--- config.mk ---
export PLATFORM = sky130hd
export DESIGN_NAME = midi_tx_arbiter_flat
export DESIGN_NICKNAME = d
export VERILOG_FILES = /design/src/rtl/midi_tx_arbiter_if.sv /design/src/rtl/midi_tx_arbiter.sv /design/src/flat_wrapper.sv
export SDC_FILE = /design/constraint.sdc
export NUM_CORES = 1
export LEC_CHECK = 0
export ABC_AREA = 1
export CAP_MARGIN = 20
export CORE_ASPECT_RATIO = 1.5
export CORE_MARGIN = 1.5
export CORE_UTILIZATION = 45
export DETAILED_ROUTE_END_ITERATION = 12
export PLACE_DENSITY = 0.86
export SLEW_MARGIN = 20
export SYNTH_ARGS = -nofsm -noshare
export SYNTH_HDL_FRONTEND = slang
export SYNTH_SLANG_ARGS = --single-unit
export TNS_END_PERCENT = 20
--- constraint.sdc ---
create_clock -name clk -period 2.79 [get_ports clk]
set_input_delay 0.558 -clock clk [delete_from_list [all_inputs] [get_ports clk]]
set_output_delay 0.558 -clock clk [all_outputs]
set_load 0.1 [all_outputs]
--- src/rtl/midi_tx_arbiter_if.sv ---
// Bundle between the MIDI requesters, the arbiter and the UART-style transmitter.
// The requesters drive from the master side; the arbiter sits on the slave side.
interface midi_tx_arbiter_if;
  logic [3:0]  req;
  logic [31:0] req_status;
  logic [31:0] req_data1;
  logic [31:0] req_data2;
  logic [3:0]  ack;
  logic [7:0]  tx_status;
  logic [7:0]  tx_data1;
  logic [7:0]  tx_data2;
  logic [7:0]  tx_bits_cnt;
  logic        tx_cmd_set;
  logic        busy;
  logic        err;

  modport master (
    output req, req_status, req_data1, req_data2,
    input  ack, tx_status, tx_data1, tx_data2, tx_bits_cnt, tx_cmd_set, busy, err
  );

  modport slave (
    input  req, req_status, req_data1, req_data2,
    output ack, tx_status, tx_data1, tx_data2, tx_bits_cnt, tx_cmd_set, busy, err
  );
endinterface

--- src/rtl/midi_tx_arbiter.sv ---
// Round-robin arbiter for four MIDI message sources feeding one transmitter.
// It holds the line busy for the message length plus a guard gap before the next grant.
module midi_tx_arbiter #(
  parameter int unsigned BIT_CYCLES = 3200,
  parameter int unsigned GUARD_BITS = 2
) (
  input  logic                 clk,
  input  logic                 rst,
  midi_tx_arbiter_if.slave     bus
);

  typedef enum logic [1:0] {
    ST_IDLE  = 2'd0,
    ST_ISSUE = 2'd1,
    ST_WAIT  = 2'd2
  } state_t;

  state_t      r_state;
  state_t      w_state_nxt;
  logic [1:0]  r_ptr;
  logic [1:0]  w_ptr_nxt;
  logic [19:0] r_timer;
  logic [19:0] w_timer_nxt;
  logic [19:0] w_timer_load;
  logic [1:0]  r_nbytes;
  logic [7:0]  r_tx_status;
  logic [7:0]  r_tx_data1;
  logic [7:0]  r_tx_data2;
  logic [7:0]  r_tx_bits_cnt;
  logic        w_found;
  logic [1:0]  w_winner;
  logic [7:0]  w_win_status;
  logic [7:0]  w_win_data1;
  logic [7:0]  w_win_data2;
  logic [1:0]  w_win_bytes;
  logic [3:0]  w_ack;
  logic        w_err;
  logic        w_load;

  // Message length from the status byte; zero marks a non-status byte that gets dropped.
  function automatic logic [1:0] msg_bytes(input logic [7:0] status);
    logic [1:0] n;
    if (status[7] == 1'b0) begin
      n = 2'd0;
    end else if (status[7:4] == 4'hC || status[7:4] == 4'hD) begin
      n = 2'd2;
    end else if (status[7:4] != 4'hF) begin
      n = 2'd3;
    end else if (status == 8'hF1 || status == 8'hF3) begin
      n = 2'd2;
    end else if (status == 8'hF2) begin
      n = 2'd3;
    end else begin
      n = 2'd1;
    end
    return n;
  endfunction

  // Round-robin search: first active request at or after the pointer, wrapping mod 4.
  always_comb begin
    w_found  = 1'b0;
    w_winner = r_ptr;
    for (int k = 0; k < 4; k++) begin
      if (!w_found && bus.req[r_ptr + 2'(k)]) begin
        w_found  = 1'b1;
        w_winner = r_ptr + 2'(k);
      end else begin
        w_found  = w_found;
      end
    end
  end

  assign w_win_status = bus.req_status[{w_winner, 3'b000} +: 8];
  assign w_win_data1  = bus.req_data1[{w_winner, 3'b000} +: 8];
  assign w_win_data2  = bus.req_data2[{w_winner, 3'b000} +: 8];
  assign w_win_bytes  = msg_bytes(w_win_status);

  // Busy window covers the message bits plus the guard gap, minus one for the terminal zero.
  assign w_timer_load = 20'((32'(r_nbytes) + GUARD_BITS) * (32'd10 * BIT_CYCLES) - 32'd1);

  // State register and all registered datapath.
  always_ff @(posedge clk) begin
    if (rst) begin
      r_state       <= ST_IDLE;
      r_ptr         <= 2'd0;
      r_timer       <= 20'd0;
      r_nbytes      <= 2'd0;
      r_tx_status   <= 8'd0;
      r_tx_data1    <= 8'd0;
      r_tx_data2    <= 8'd0;
      r_tx_bits_cnt <= 8'd0;
    end else begin
      r_state <= w_state_nxt;
      r_ptr   <= w_ptr_nxt;
      r_timer <= w_timer_nxt;
      if (w_load) begin
        r_nbytes      <= w_win_bytes;
        r_tx_status   <= w_win_status;
        r_tx_data1    <= (w_win_bytes >= 2'd2) ? w_win_data1 : 8'd0;
        r_tx_data2    <= (w_win_bytes == 2'd3) ? w_win_data2 : 8'd0;
        r_tx_bits_cnt <= 8'(w_win_bytes) * 8'd10;
      end else begin
        r_nbytes      <= r_nbytes;
        r_tx_status   <= r_tx_status;
        r_tx_data1    <= r_tx_data1;
        r_tx_data2    <= r_tx_data2;
        r_tx_bits_cnt <= r_tx_bits_cnt;
      end
    end
  end

  // Next-state, grant and timer logic.
  always_comb begin
    w_state_nxt = r_state;
    w_ptr_nxt   = r_ptr;
    w_timer_nxt = r_timer;
    w_ack       = 4'b0000;
    w_err       = 1'b0;
    w_load      = 1'b0;
    case (r_state)
      ST_IDLE: begin
        if (w_found) begin
          w_ack     = 4'b0001 << w_winner;
          w_ptr_nxt = w_winner + 2'd1;
          if (w_win_bytes == 2'd0) begin
            w_err       = 1'b1;
            w_state_nxt = ST_IDLE;
          end else begin
            w_load      = 1'b1;
            w_state_nxt = ST_ISSUE;
          end
        end else begin
          w_state_nxt = ST_IDLE;
        end
      end
      ST_ISSUE: begin
        w_timer_nxt = w_timer_load;
        w_state_nxt = ST_WAIT;
      end
      ST_WAIT: begin
        if (r_timer == 20'd0) begin
          w_state_nxt = ST_IDLE;
        end else begin
          w_timer_nxt = r_timer - 20'd1;
        end
      end
      default: begin
        w_state_nxt = ST_IDLE;
      end
    endcase
  end

  // Strobes are suppressed while reset is being sampled so an aborted slot emits nothing.
  assign bus.ack         = rst ? 4'b0000 : w_ack;
  assign bus.err         = !rst && w_err;
  assign bus.tx_cmd_set  = !rst && (r_state == ST_ISSUE);
  assign bus.busy        = (r_state != ST_IDLE);
  assign bus.tx_status   = r_tx_status;
  assign bus.tx_data1    = r_tx_data1;
  assign bus.tx_data2    = r_tx_data2;
  assign bus.tx_bits_cnt = r_tx_bits_cnt;

endmodule

--- src/flat_wrapper.sv ---
// flat-port wrapper written by rule: the top's interface ports become plain ports
module midi_tx_arbiter_flat 
#(
  parameter int unsigned BIT_CYCLES = 3200,
  parameter int unsigned GUARD_BITS = 2
)
  (clk, rst, bus_req, bus_req_status, bus_req_data1, bus_req_data2, bus_ack, bus_tx_status, bus_tx_data1, bus_tx_data2, bus_tx_bits_cnt, bus_tx_cmd_set, bus_busy, bus_err);
  midi_tx_arbiter_if bus_i ();
  input  logic clk;
  input  logic rst;
  input wire logic [$bits(bus_i.req)-1:0] bus_req;
  input wire logic [$bits(bus_i.req_status)-1:0] bus_req_status;
  input wire logic [$bits(bus_i.req_data1)-1:0] bus_req_data1;
  input wire logic [$bits(bus_i.req_data2)-1:0] bus_req_data2;
  output wire logic [$bits(bus_i.ack)-1:0] bus_ack;
  output wire logic [$bits(bus_i.tx_status)-1:0] bus_tx_status;
  output wire logic [$bits(bus_i.tx_data1)-1:0] bus_tx_data1;
  output wire logic [$bits(bus_i.tx_data2)-1:0] bus_tx_data2;
  output wire logic [$bits(bus_i.tx_bits_cnt)-1:0] bus_tx_bits_cnt;
  output wire logic [$bits(bus_i.tx_cmd_set)-1:0] bus_tx_cmd_set;
  output wire logic [$bits(bus_i.busy)-1:0] bus_busy;
  output wire logic [$bits(bus_i.err)-1:0] bus_err;
  assign bus_i.req = bus_req;
  assign bus_i.req_status = bus_req_status;
  assign bus_i.req_data1 = bus_req_data1;
  assign bus_i.req_data2 = bus_req_data2;
  assign bus_ack = bus_i.ack;
  assign bus_tx_status = bus_i.tx_status;
  assign bus_tx_data1 = bus_i.tx_data1;
  assign bus_tx_data2 = bus_i.tx_data2;
  assign bus_tx_bits_cnt = bus_i.tx_bits_cnt;
  assign bus_tx_cmd_set = bus_i.tx_cmd_set;
  assign bus_busy = bus_i.busy;
  assign bus_err = bus_i.err;
  midi_tx_arbiter #(.BIT_CYCLES(BIT_CYCLES), .GUARD_BITS(GUARD_BITS)) u_core (.clk(clk), .rst(rst), .bus(bus_i));
endmodule
## Word level (Yosys, flattened, before mapping)

Index checks and enable logic that the tools add are counted.

- $add $sub $neg: 7
- Multipliers: 2
- Magnitude comparators: 5
- Eq/ne operators: 11
- Shifts and indexed selects: 4
- Multiplexer cells: 37
- Reduce and logical (&&, ||, !) cells: 18

Operators by type and width:

| kind | count |
|---|---|
| variable part select 32 x 6 -> 8 bit | 3 |
| one-hot mux 20 bit (2 select lines) | 1 |
| subtractor 20 x 1 -> 20 bit, second input constant | 2 |
| multiplier 32 x 7 -> 12 bit, second input constant | 1 |
| == test 8 bit, second input constant | 3 |
| logical NOT 20 bit | 1 |
| 2-to-1 mux 20 bit | 1 |
| 2-to-1 mux 2 bit | 9 |
| 2-to-1 mux 1 bit | 16 |
| 2-to-1 mux 8 bit | 2 |
| < comparator 2 x 3 -> 1 bit, second input constant | 4 |
| 2-to-1 mux 4 bit | 3 |
| binary-select mux 1 bit (select 2 bit) | 4 |
| == test 4 bit, second input constant | 2 |
| one-hot mux 2 bit (3 select lines) | 1 |
| logical AND 1 bit | 5 |
| multiplier 2 x 3 -> 5 bit, second input constant | 1 |
| adder 2 x 1 -> 2 bit, second input constant | 2 |
| adder 2 bit, second input constant | 2 |
| == test 2 bit, second input constant | 2 |
| logical NOT 1 bit | 4 |
| logical NOT 2 bit | 2 |
| != test 4 bit, second input constant | 1 |
| AND reduction 2 bit | 2 |
| 8 further kinds | 10 |

- Register bits after elaboration: 55
- Output and inout bits: 39

## Longest topological paths before layout

- Word-level depth: 24
- Depth in mapped cells: 22
- Mapped depth without buffers: 20

## Worst setup path after synthesis

Ideal clock, no wire load.

- Kind: in2out
- Start point: in bus_req[1]
- End point: out bus_ack[1]
- Arrival time: 3.144 ns
- Required time: 2.232 ns
- Slack: -0.912 ns
- Stages on the path: 13
- Path buffers: 1
- Path through: inv_1 > nand2_1 > nand3_1 > nand2_2 > nor2_8 > nand3_4 > nand2_4 > nand2_4 > inv_2 > clkbuf_1 > ha_1 > inv_1 > nor2_1

- Word-level cells in the longest chain between the ends: 16
- Elaborated cells between the ends (all ways): 25
- Those cells by class: 1 x shift; 18 x mux; 6 x reduce/logical

Ends and longest elaborated chain:

| what | line | text |
|---|---|---|
| start, declared | flat_wrapper.sv:11 | `input wire logic [$bits(bus_i.req)-1:0] bus_req;` |
| binary-select mux 1 bit (select 2 bit) | midi_tx_arbiter.sv:64 | `if (!w_found && bus.req[r_ptr + 2'(k)]) begin` |
| 2-to-1 mux 1 bit (not written as such) | midi_tx_arbiter.sv:64 |  |
| 2-to-1 mux 1 bit | midi_tx_arbiter.sv:64 |  |
| logical NOT 1 bit | midi_tx_arbiter.sv:64 |  |
| logical AND 1 bit | midi_tx_arbiter.sv:64 |  |
| 2-to-1 mux 1 bit | midi_tx_arbiter.sv:64 |  |
| logical NOT 1 bit | midi_tx_arbiter.sv:64 |  |
| logical AND 1 bit | midi_tx_arbiter.sv:64 |  |
| 2-to-1 mux 1 bit | midi_tx_arbiter.sv:64 |  |
| logical NOT 1 bit | midi_tx_arbiter.sv:64 |  |
| logical AND 1 bit | midi_tx_arbiter.sv:64 |  |
| 2-to-1 mux 2 bit | midi_tx_arbiter.sv:64 |  |
| left shift 1 x 2 -> 4 bit | midi_tx_arbiter.sv:123 | `w_ack = 4'b0001 << w_winner;` |
| 2-to-1 mux 4 bit (*) | midi_tx_arbiter.sv:122 | `if (w_found) begin` |
| 2-to-1 mux 4 bit (*) | midi_tx_arbiter.sv:120 | `case (r_state)` |
| 2-to-1 mux 4 bit (*) | midi_tx_arbiter.sv:154 | `assign bus.ack = rst ? 4'b0000 : w_ack;` |
| end, declared | flat_wrapper.sv:15 | `output wire logic [$bits(bus_i.ack)-1:0] bus_ack;` |

Mark *: on every way between the ends. The rest lies on a longest branch, timed or not. The select of a mux whose other input is x is not followed.

## Worst setup path after layout

- Start point: in bus_req[1]
- End point: out bus_ack[0]

Same word-level chain as after synthesis.

==> flow_summary.ini <==
[synth]
synth_compound_area_frac = 0.210
synth_simple_gate_area_frac = 0.362
synth.mux.area_fraction = 0
ys_top_cells_by_area = dfxtp_1 27%, nand2_1 13%, o21ai_0 9.4%
synth_top_area_cell = dfxtp_1
yosysUniqueCellTypes = 39
syn-cell-area_um2 = 3710
synth.most_common_cell = nand2_1
synthCells = 584
synthAdderAreaFrac = 0.0337
synth_top_area_frac = 0.270
synth_seq_cells = 50
async_flop_share = 0
yosysSeqAreaShare = 0.270
synth_common_cells = 124 x nand2_1, 70 x o21ai_0, 66 x nor2_1
synth_ff_type = dfxtp_1
synth_top_family_by_area = simple AND/OR/NAND/NOR gates
synth_edf_count = 0
syn_area_per_cell_um2 = 6.35
yosysWarnings = 0
synth_xor_area_frac = 0.00472

[cts]
path_clk_slew_ps = 60
ctsHtreeMaxLevel = 2
ctsHoldBuffers = 0
clockBufferDepth = 2
clkLatencyLatePin_ps = 290
cts_tree = built
cts_buffers = 5
cts-root-buf = clkbuf_16
clock_sinks = 50

[floorplanning]
pin_count = 141
rows = 40
core_area_um2 = 8010
die_y_um = 114
die_w_um = 77.1
dieArea_um2 = 8800
initial_core_util = 0.463

[timing]
final.period_utilization = 1.03
fin_crit_ps = 2880
final_max_slew_viol_count = 0
finClkSkew_ps = 5.74
worst_slack_ps = -86.2
fmax_mhz = 348
hold_viol_final = 0
rsz0062_at_grt = true
setup_violations = 5
fin_tns_setup_ps = -181

[setup_path]
path_buf_inv = 5
crit_chain = clkdlybuf4s15_1, inv_2, buf_4, nand2_1, nand2_1, nand2_1, nand2_1, nand3_2, nand2_1, nand2_1, nand3_2, nand2_4, ha_1, inv_2, nor2_4, buf_12
worst_setup_path_end_kind = output port
cp_slowest_stage_delay_ps = 270
worst-r2r-setup-slack_ps = 80
cp-start-kind = input port
path_delay_family = simple AND/OR/NAND/NOR gates
crit_type = input port to output port
critical_path.max_fanout = 6
r2r_cells = 21
crit_top_cell = nand2_1
r2r_start = u_core.r_ptr[0]
crit_arrival_ps = 2320
crit_required_ps = 2230
cp_slowest_cell = clkdlybuf4s15_1
regToRegEndpoint = u_core.bus.tx_data1[3]

[job]
maxCapViolations = 0

[routing]
drt-vias-per-instance = 5.70
firstDrtPassIters = 6
wirelength_um = 13600
wire_per_inst_um = 16.0
drt_first_iter_violations = 328
drtAntennaViolNets = 0
drc = 0
vias = 4867

[finish]
antenna_cells = 0
multiInputGateArea_um2 = 2460
ff_latch_area_um2 = 1010
fin_nets = 860
n_fill_cell = 589
drive_gt1_frac = 0.214
syn2layout_area_growth_pct = 55.6

[grt]
antenna_found_initial = 0
grt-ovfl-total = 0
grt_max_degree = 27
grt_pass1_wl_um = 20300
grt_pass1_vias = 4520
grt.total_usage = 0.285

[run_status]
outcome = finished, violations left
violations = negative setup slack

[place]
dp_hpwl_um = 9640
gp_congestion = 0.986
portBuffers = 136

[min_path]
hold_depth = 2
worstHoldEndpoint = u_core.r_timer[0]
min_from = u_core.r_timer[0]
worst_hold_path_type = flip-flop to flip-flop
layer usage:
metal / share of wire / vias to the layer above / wire, µm / track usage
met4: 0.052 / 0 / 714 / 0.166
li1: - / 2275 / - / -
met1: 0.35 / 2220 / 4730 / 0.295
met3: 0.083 / 65 / 1130 / 0.0494
met2: 0.52 / 307 / 7060 / 0.534
met5: 0 / - / 0 / 0
cells by family (layout without fill, tap and decap cells):
group	Yosys count	after routing
xor+xnor	2	2
other cells	1	4
compound gates	141	141
simple gates	284	286
buf+inv	96	256
fa+ha+maj	10	10
flops	50	50
state kept, by name (all words and copies together) (netlist names):
register / count
u_core.r_timer: 20
u_core.bus.tx_data1: 8
u_core.bus.tx_data2: 8
u_core.bus.tx_status: 8
u_core.r_ptr: 2
u_core.r_state: 2
u_core.bus.tx_bits_cnt: 1
u_core.r_nbytes: 1
tightest hold or removal path, cell delays in order (launching register included):
cell	delay (ps)
dfxtp_1	310
nand2_1	60
a21oi_1	60
through the flow:
| step | cells | area (µm²) | util | setup slack [ps] | hold WS, ps |
|---|---|---|---|---|---|
| 6_report | 854 | 5770 | 0.720 | -86.2 | 477 |
| 5_1_grt | 854 | 5770 | 0.720 | -227 | 500 |
| 4_1_cts | 850 | 5630 | 0.703 | 2.56 | 470 |
| 3_5_place_dp | 831 | 5350 | 0.668 | -347 | 461 |
| 3_3_place_gp | 831 | 5350 | 0.668 | -242 | 455 |
| 2_1_floorplan | 587 | 3760 | - | -166 | 445 |
final cells by class:
| type | instances | share of cell area |
|---|---|---|
| well taps | 105 | 0.0228 |
| clock buffers | 7 | 0.0247 |
| flip-flops and latches | 50 | 0.174 |
| inverters | 61 | 0.0419 |
| multi-input cells | 443 | 0.427 |
| repair buffers | 187 | 0.308 |
| clock inverters | 1 | 0.000867 |
what timing repair did:
| item | CTS | global route |
|---|---|---|
| pin swaps | 10 | 24 |
| gates cloned | 1 | 2 |
| endpoints found under the setup margin | 19 | 23 |
| gates resized for setup | 22 | 43 |
| endpoints found under the hold margin | 0 | 0 |
| setup buffers | 10 | 3 |
layout by cell type, fill, tap and decap left out, types with 5 or more instances in the layout:
cell type and instances:
o22ai_1 20, dfxtp_1 48, nor2_1 61, nand2_2 14, inv_1 47, clkbuf_16 5, a31oi_1 7, nand4_1 18
a21oi_1 32, buf_12 9, clkdlybuf4s50_1 97, nor3_1 5, inv_2 9, buf_4 72, ha_1 9, o21ai_0 69
nand3_1 34, nand2_4 14, nand3b_1 9, buf_6 5, nor2_4 7, nand2_1 112
how the worst max path moves through the flow:
| stage | end | start | cells after the start | slack, ps |
|---|---|---|---|---|
| 2_1_floorplan | bus_ack[1] | bus_req[1] | 13 | -170 |
| 3_3_place_gp | u_core.bus.tx_data1[5] | bus_req[3] | 16 | -240 |
| 3_5_place_dp | u_core.bus.tx_data1[5] | bus_req[2] | 16 | -350 |
| 4_1_cts | bus_ack[0] | bus_req[0] | 14 | 3 |
| 5_1_grt | u_core.bus.tx_status[6] | bus_req[1] | 21 | -230 |
| 6_report | bus_ack[0] | bus_req[1] | 16 | -90 |
Power is not shown: default switching activity piles up to over one toggle a cycle in this logic, so the estimate is an artifact.
==> RTL change, RTL diff (same flow settings) <==
Reset style: asynchronous (`rst`), changed in one clocked block.
--- a/src/rtl/midi_tx_arbiter.sv
+++ b/src/rtl/midi_tx_arbiter.sv
@@ -79,7 +79,7 @@
   assign w_timer_load = 20'((32'(r_nbytes) + GUARD_BITS) * (32'd10 * BIT_CYCLES) - 32'd1);
 
   // State register and all registered datapath.
-  always_ff @(posedge clk) begin
+  always_ff @(posedge clk or posedge rst) begin
     if (rst) begin
       r_state       <= ST_IDLE;
       r_ptr         <= 2'd0;
Behaviour: differs if rst is asserted again (counterexample within 4 cycles, from zero or initial values and one cycle with rst high); with rst held inactive, the same outputs for 10 cycles.
==> RTL change against the original RTL <==
The run still ends with setup timing left; cell count rose by 4.2%; critical endpoint is now bus_ack[2]; core utilization rose by 2.5 points; sequential cell count did not move; clock skew rose by 4.5 ps; design area rose by 8.7%; register-to-register slack got worse by 180 ps; wire length rose by 10%; setup slack got worse by 160 ps; area after synthesis rose by 5.3%; critical path depth fell by 1; synthesized cell count rose by 2.6%; via count rose by 3.6%.
Power is left out: the tool's default activity adds up to more than one toggle a clock period on the data nets, which glitch-free logic cannot reach.
==> RTL change: results (changes against the original RTL) <==
* Outcome: finished with violations
* Failing checks: setup timing
- Fillers: 563 (-4.4%)
- Ranking of synthesized cells by instance count: 253 x sky130_fd_sc_hd__nand2_1, 50 x sky130_fd_sc_hd__dfrtp_1, 46 x sky130_fd_sc_hd__inv_1
- In this run the most critical hold path is launched from u_core.bus.tx_data2[2].
* Distinct cells, synth: 43 (+10%)
* Wire length reported by the detailed router: 15.0 mm (+10%)
* Final setup TNS: -2520 ps (-2330 ps)
* Relative area of non-clock buffer cells in the final design: 30.2% (-0.60 points)
- Cell types with the largest area share after synthesis: sky130_fd_sc_hd__dfrtp_1 32%, sky130_fd_sc_hd__nand2_1 24%, sky130_fd_sc_hd__nand3_1 5.3%, sky130_fd_sc_hd__inv_1 4.4%, sky130_fd_sc_hd__o21ai_0 4.1%
- Placed cell areas: 5560 sq um (+3.9%)
- Signal arrival time at the worst endpoint: 2480 ps (+160 ps)
- Proportion of layout cells with a drive suffix above 1: 26.7% (+5.3 points)
- Post-synthesis average cell area: 6.52 sq um (+2.6%)
- The final worst-path setup slack was -248 ps (-161 ps).
- Number of buffers inserted to repair setup after CTS: 18 (+8)
- The path with the worst hold slack has its endpoint at u_core.bus.tx_data2[2].
- The portion of the layout cell area used by clock cells is 2.45% (-0.11 points).
* Clock buffer instance count of the final layout: 5 (-2)
- The setup violation total in the final timing report came to 23 (+18).
* GRT Overall Usage: 28.2% (-0.30 points)
- Post-place setup slack: -309 ps (+37.7 ps)
- The placed wire-length estimate was 9.22 mm (-4.3%).
- The sequential cell count came to 50 (unchanged).
- Post-CTS Resized: 42 (+91%)
- The number of nets at the end of the flow is 894 (+4.0%).
- The setup clock skew after layout came to 10.3 ps (+4.53 ps).
* Number of logic inverters in the finished layout: 51 (-16%)
## RTL change: cell types whose count changed in the layout (fill, tap and decap cells not counted), sizes merged, moves of 18 or more
cell   before  now
dfxtp      50    0
nor2       70   40
dfrtp       0   50
o22ai      20    1
o21ai      71   43
a21oi      33   15
nand2     141  260
## RTL change: logic make-up after synthesis
group                    Yosys count  share of synthesized area, %
AO/OA/AOI/OAI                     88                          13.6
XOR/XNOR                           6                          1.35
adder cells (fa/ha/maj)           10                          3.21
buffers and inverters             82                          10.0
flip-flops                        50                          32.1
other                              1                        0.0961
AND/OR/NAND/NOR                  362                          39.7
## RTL change: routing by layer
metal	part of all wire (%)	routed length [um]	vias up	GRT usage, %
met1	35	5240	2339	31.1
met2	52	7800	345	51.8
li1	-	-	2273	-
met3	7.7	1160	87	4.42
met5	0	0	-	0
met4	5.5	820	0	14.9
## RTL change: tightest hold or removal path, delay by kind of cell, from the launching register on
| kind | cells | cell delay [ps] |
|---|---|---|
| flops | 1 | 350 |
| simple gates | 2 | 110 |
